File: config.mk
export PLATFORM = sky130hd
export DESIGN_NAME = mem_wb_stage
export DESIGN_NICKNAME = d
export VERILOG_FILES = /design/src/rtl/wb_pkg.sv /design/src/rtl/mem_wait_timer.sv /design/src/rtl/mem_wb_stage.sv
export SDC_FILE = /design/constraint.sdc
export NUM_CORES = 1
export LEC_CHECK = 0
export BUFFER_PORTS_ARGS = -buffer_cell sky130_fd_sc_hd__buf_2
export CORE_MARGIN = 2
export CORE_UTILIZATION = 50
export CTS_CLUSTER_SIZE = 30
export DETAILED_ROUTE_END_ITERATION = 16
export PLACE_DENSITY = 0.8
export SLEW_MARGIN = 10
export SYNTH_ARGS = -nofsm -noshare
export SYNTH_HDL_FRONTEND = slang
export SYNTH_SLANG_ARGS = --single-unit
File: constraint.sdc
create_clock -name clk -period 2.1 [get_ports clk]
set_input_delay 0.21 -clock clk [delete_from_list [all_inputs] [get_ports clk]]
set_output_delay 0.21 -clock clk [all_outputs]
set_load 0.02 [all_outputs]
File: src/rtl/wb_pkg.sv
// Shared types and constants for the memory/write-back stage.
// Holds the stage state encoding, the zero-register constant and the commit bundle.
package wb_pkg;

    typedef enum logic [1:0] {
        IDLE,
        WAIT_MEM,
        COMMIT,
        HALT
    } wb_state_e;

    localparam logic [3:0] ZERO_REG = 4'd0;

    // One register-file write request as seen at the edge that enters COMMIT.
    typedef struct packed {
        logic        wr_en;
        logic [3:0]  dst;
        logic [15:0] data;
    } wb_commit_t;

    function automatic logic writes_reg(input logic wr_en, input logic [3:0] dst);
        return wr_en && (dst != ZERO_REG);
    endfunction

endpackage

File: src/rtl/mem_wait_timer.sv
// Counts cycles spent waiting for load data and flags the final allowed cycle.
// timeout is high during the TIMEOUT-th consecutive cycle of run.
module mem_wait_timer #(
    parameter int TIMEOUT = 15
) (
    input  logic clk,
    input  logic rst_n,
    input  logic clear,
    input  logic run,
    output logic timeout
);

    localparam int W = $clog2(TIMEOUT + 1);

    logic [W-1:0] count;

    assign timeout = run && (count == W'(TIMEOUT - 1));

    // NOTE: sequential state uses non-blocking assignments so every flop samples pre-edge values.
    always_ff @(posedge clk or negedge rst_n) begin
        if (!rst_n) begin
            count <= '0;
        end else if (clear) begin
            count <= '0;
        end else if (run && !timeout) begin
            count <= count + 1'b1;
        end
    end

endmodule

File: src/rtl/mem_wb_stage.sv
// Memory-wait / write-back stage: waits for load data (with timeout), then
// commits one register-file write per instruction and tracks halt and retire count.
module mem_wb_stage
    import wb_pkg::*;
#(
    parameter int MEM_TIMEOUT = 15,
    parameter int CNT_W       = 16
) (
    input  logic             clk,
    input  logic             rst_n,
    input  logic             in_valid,
    output logic             in_ready,
    input  logic             in_wr_en,
    input  logic             in_is_load,
    input  logic             in_halt,
    input  logic [3:0]       in_dst_reg,
    input  logic [15:0]      in_alu_result,
    input  logic [15:0]      mem_data,
    input  logic             mem_data_valid,
    output logic             WriteReg,
    output logic [3:0]       DstReg,
    output logic [15:0]      DstData,
    output logic             halted,
    output logic             mem_err,
    output logic [CNT_W-1:0] retired
);

    wb_state_e  state;
    logic       lat_wr_en;
    logic       lat_halt;
    logic [3:0] lat_dst;

    logic       handshake;
    logic       halt_commit;
    logic       wait_timeout;
    logic       commit_go;
    logic       commit_timeout;
    wb_commit_t commit;

    assign in_ready    = (state == IDLE) || (state == COMMIT);
    assign handshake   = in_valid && in_ready;
    // A halt commit ends the stream; anything offered alongside it is dropped.
    assign halt_commit = (state == COMMIT) && lat_halt;

    mem_wait_timer #(
        .TIMEOUT (MEM_TIMEOUT)
    ) u_wait_timer (
        .clk     (clk),
        .rst_n   (rst_n),
        .clear   (state != WAIT_MEM),
        .run     (state == WAIT_MEM),
        .timeout (wait_timeout)
    );

    // NOTE: every always_comb output gets a default first so no path can infer a latch.
    always_comb begin
        commit_go      = 1'b0;
        commit_timeout = 1'b0;
        commit         = '{wr_en: lat_wr_en, dst: lat_dst, data: mem_data};
        case (state)
            IDLE, COMMIT: begin
                if (handshake && !in_is_load && !halt_commit) begin
                    commit_go = 1'b1;
                    commit    = '{wr_en: in_wr_en, dst: in_dst_reg, data: in_alu_result};
                end
            end
            WAIT_MEM: begin
                if (mem_data_valid) begin
                    commit_go = 1'b1;
                end else if (wait_timeout) begin
                    commit_go      = 1'b1;
                    commit_timeout = 1'b1;
                    commit.data    = 16'h0000;
                end
            end
            default: ;
        endcase
    end

    always_ff @(posedge clk or negedge rst_n) begin
        if (!rst_n) begin
            state     <= IDLE;
            lat_wr_en <= 1'b0;
            lat_halt  <= 1'b0;
            lat_dst   <= ZERO_REG;
            WriteReg  <= 1'b0;
            DstReg    <= ZERO_REG;
            DstData   <= 16'h0000;
            halted    <= 1'b0;
            mem_err   <= 1'b0;
            retired   <= '0;
        end else begin
            WriteReg <= 1'b0;
            case (state)
                IDLE, COMMIT: begin
                    if (halt_commit) begin
                        state  <= HALT;
                        halted <= 1'b1;
                    end else if (handshake) begin
                        lat_wr_en <= in_wr_en;
                        lat_dst   <= in_dst_reg;
                        lat_halt  <= in_halt;
                        state     <= in_is_load ? WAIT_MEM : COMMIT;
                    end else begin
                        state <= IDLE;
                    end
                end
                WAIT_MEM: begin
                    if (commit_go) begin
                        state <= COMMIT;
                    end
                    if (commit_timeout) begin
                        mem_err <= 1'b1;
                    end
                end
                HALT:    state <= HALT;
                default: state <= IDLE;
            endcase

            // Outputs are loaded on entry to COMMIT so they are valid for that whole cycle.
            if (commit_go) begin
                WriteReg <= writes_reg(commit.wr_en, commit.dst);
                DstReg   <= commit.dst;
                DstData  <= commit.data;
                if (retired != {CNT_W{1'b1}}) begin
                    retired <= retired + 1'b1;
                end
            end
        end
    end

endmodule
==> run_results.csv <==
group,metric,value,unit
cells_and_area,nets,365,
sta,slew_headroom,48.6,%
routing,drt-total-wl,5.36,mm
run_status,outcome,"finished clean",
clock_network,clock_insertion_delay_worst_skew,0.31,ns
power,vdd_drop_max,0.571,mV
sta,tightestPinTransition,0.771,ns
synth,yosys_warnings,0,
worst_setup_path,path_cells,"nand2b_1 -> or2_1 -> buf_4 -> and3_1 -> a221o_1",
synth,ys_top_cells_by_area,"dfrtp_1, nor2_1, nand2_1",
routing,wire_per_inst,14.3,µm
synth,synth_edf_count,0,
placement,placedInstanceArea,2900,µm²
cells_and_area,area_of_all_placed_cells_without_fillers,3010,µm²
global_routing,grt_busiest_layer,"met2",
routing,ant_nets,0,
global_routing,grt_max_degree,37,
synth,yosysTopAreaCell,"dfrtp_1",
power,power.density,1160,nW/µm²
sta,clock_skew,0.00357,ns
global_routing,globalRouteOverflowTotal,0,
floorplanning,fp.dieW,73.3,µm
synth,synth.ff_latch_count,51,
cells_and_area,areaGrowthSynthToFinish,25.2,%
power,post-layout-total-power,3.47,mW
floorplanning,number_of_top_level_pins,83,
routing,detailroute.via_count,2054,
clock_network,ctsLongestPathBuffers,2,
synth,netlist_instances,229,
floorplanning,design.die.area,5380,µm²
clock_network,cts_htree_levels,2,
synth,async_reset_ff_share,100,%
global_routing,antenna_found_initial,0,
clock_network,cts.root.buffer_cell,"clkbuf_8",
floorplanning,floorplan.initialDensity,51.2,%
worst_setup_path,start_kind,"flip-flop",
hold_path,min-delay-path-class,"in2reg",
routing,first_iteration_detailed_routing_drc_count,120,
routing,viasPerCell,5.49,
cells_and_area,multi_input_area,1080,µm²
clock_network,clk_transition_reported_paths,0.09,ns
global_routing,grt_util_met1,26.3,%
synth,synthesis.area_per_instance,10.5,µm²
synth,synth.cells.most_frequent,"dfrtp_1, nor2_1, nand2_1",
worst_setup_path,critPathSlowestCell,"dfrtp_1",
worst_setup_path,timing.reg2reg.setup_slack,0.19,ns
global_routing,first_global_vias,1930,
synth,synth.cell_area,2400,µm²
worst_setup_path,timing_worst_setup_path_type,"reg2reg",
clock_network,cts_made_buffers,5,
floorplanning,core_region_area,4690,µm²
floorplanning,num_rows,25,
power,leakage,1.47,nW
clock_network,tritoncts_clock_tree,"yes",
synth,most_numerous_cell_in_the_yosys_netlist,"dfrtp_1",
global_routing,global_route.usage.total,20.3,%
worst_setup_path,worst_ep_required_time,2.29,ns
worst_setup_path,cp.arrival,2.11,ns
global_routing,wire_length_of_the_first_global_routing_pass,8.42,mm
placement,detailed_place_hpwl,4.04,mm
cells_and_area,antenna_cells,0,
job,max_cap_violations,0,
cells_and_area,drive_above_1_share,35.6,%
synth,synth.distinct_cells,45,
sta,final_max_slew_viol_count,0,
global_routing,grt.met3_usage,4.80,%
worst_setup_path,critical-path-max-stage-delay,0.45,ns
sta,finalSetupTns,0,ns
floorplanning,die_h,73.3,µm
placement,buffer_ports.inserted,82,
synth,synth_fp_nets,275,
routing,drc,0,
sta,layout_min_cycle_time,1.91,ns
global_routing,gr-usage-met2,33.1,%
sta,fmax,0.523,GHz
synth,share_of_synthesized_area_occupied_by_flip_flops_and_latches,53.1,%
sta,grt_setup_unrepaired,"false",
sta,final.period_utilization,91.1,%
cells_and_area,regArea,1280,µm²
sta,setup_viol,0,
placement,routabilityCongestion,0.832,
sta,hold_violations,0,
synth,synth_top_area_share,53.1,%
worst_setup_path,max_fo_critical_path,21,
worst_setup_path,critPathCaptureType,"flip-flop",
cells_and_area,num-fill-cells,420,
synth,dominantRegCellSynth,"dfrtp_1",
routing,detailedRoute.firstPassIterationCount,4,
clock_network,clock-sinks,51,
==> kinds of logic (layout without fill, tap and decap cells) <==
group           count (synthesis)  after routing  share of synthesized area (%)
compound gates                 51             51                           14.2
flops                          51             51                           53.1
simple gates                   92             92                           20.7
xor+xnor                       14             14                           5.10
buf+inv                        11            102                           2.08
fa+ha+maj                       3              3                           1.56
mux                             7              7                           3.28
==> path summary, 6_finish.rpt <==
check	start	to	cells past startpoint
max in group asynchronous	rst_n	retired[5]$_DFFE_PN0P_	3
min in group asynchronous	rst_n	DstReg[2]$_DFFE_PN0P_	2
max reg2reg	state[1]$_DFFE_PN0P_	DstData[4]$_DFFE_PN0P_	5
max	state[1]$_DFFE_PN0P_	DstData[4]$_DFFE_PN0P_	5
min reg2reg	halted$_DFFE_PN0P_	halted$_DFFE_PN0P_	1
min	in_halt	lat_halt$_DFFE_PN0P_	3
==> flip-flops by register name, summed over array words and instances (netlist names) <==
name / flops
u_wait_timer.count: 4
DstData: 16
DstReg: 4
lat_wr_en: 1
lat_dst: 4
WriteReg: 1
lat_halt: 1
mem_err: 1
halted: 1
state: 2
retired: 16
==> layout by cell type (no fill, tap or decap), types with 3 or more instances in the layout <==
| master | Yosys | final |
|---|---|---|
| o21ai_1 | 11 | 11 |
| xnor2_1 | 10 | 10 |
| mux2_2 | 5 | 5 |
| nand3_1 | 5 | 5 |
| buf_4 | 1 | 8 |
| o22ai_1 | 3 | 3 |
| xor2_1 | 4 | 4 |
| nand2b_1 | 3 | 3 |
| nand2_1 | 25 | 25 |
| clkbuf_8 | 0 | 5 |
| a221o_1 | 5 | 5 |
| a31oi_1 | 7 | 6 |
| dfrtp_1 | 51 | 51 |
| inv_1 | 3 | 3 |
| and3_1 | 8 | 8 |
| nor2_1 | 26 | 26 |
| buf_2 | 4 | 82 |
| nand4_1 | 7 | 7 |
| a21oi_1 | 14 | 14 |
| ha_1 | 3 | 3 |
==> critical path: cells and delay by family, from the launching register on <==
family	cells	cell delay, ns
flops	1	0.45
buf+inv	1	0.21
compound gates	1	0.27
simple gates	3	0.87
==> power breakdown <==
group | total [mW] | switching (mW) | leakage [nW] | internal [mW]
Sequential | 1.52 | 0.222 | 0.638 | 1.30
Combinational | 1.39 | 0.833 | 0.789 | 0.562
Clock | 0.561 | 0.329 | 0.0402 | 0.232
Total | 3.47 | 1.38 | 1.47 | 2.09
==> layout make-up <==
cell class              count  share of cell area (%)
inverters                   3                   0.375
multi-input cells         167                    36.0
clock inverters             3                   0.666
clock buffers               5                    2.29
flip-flops and latches     51                    42.4
repair buffers             91                    16.0
well taps                  54                    2.25
==> routing by layer <==
metal | wire length, µm | vias up
met2 | 2500 | 77
met4 | 76 | 0
met5 | 0 | -
met3 | 359 | 8
li1 | - | 998
met1 | 2430 | 971
==> metrics by stage <==
step	hold slack [ns]	utilization [%]	setup WS, ns	std cells
3_3_place_gp	0.319	61.8	0.211	365
6_report	0.116	64.1	0.187	374
2_1_floorplan	-0.0856	-	0.193	229
3_5_place_dp	0.331	61.8	0.115	365
4_1_cts	0.112	63.9	0.100	374
5_1_grt	0.123	64.1	0.0420	374
==> repair_timing <==
action                                  CTS  global route
hold buffers                              1             0
setup buffers                             0             0
endpoints found under the setup margin    0             2
gates resized for setup                   0             1
hold endpoints to repair                 34             0
Power figures use the tool's default switching activity.
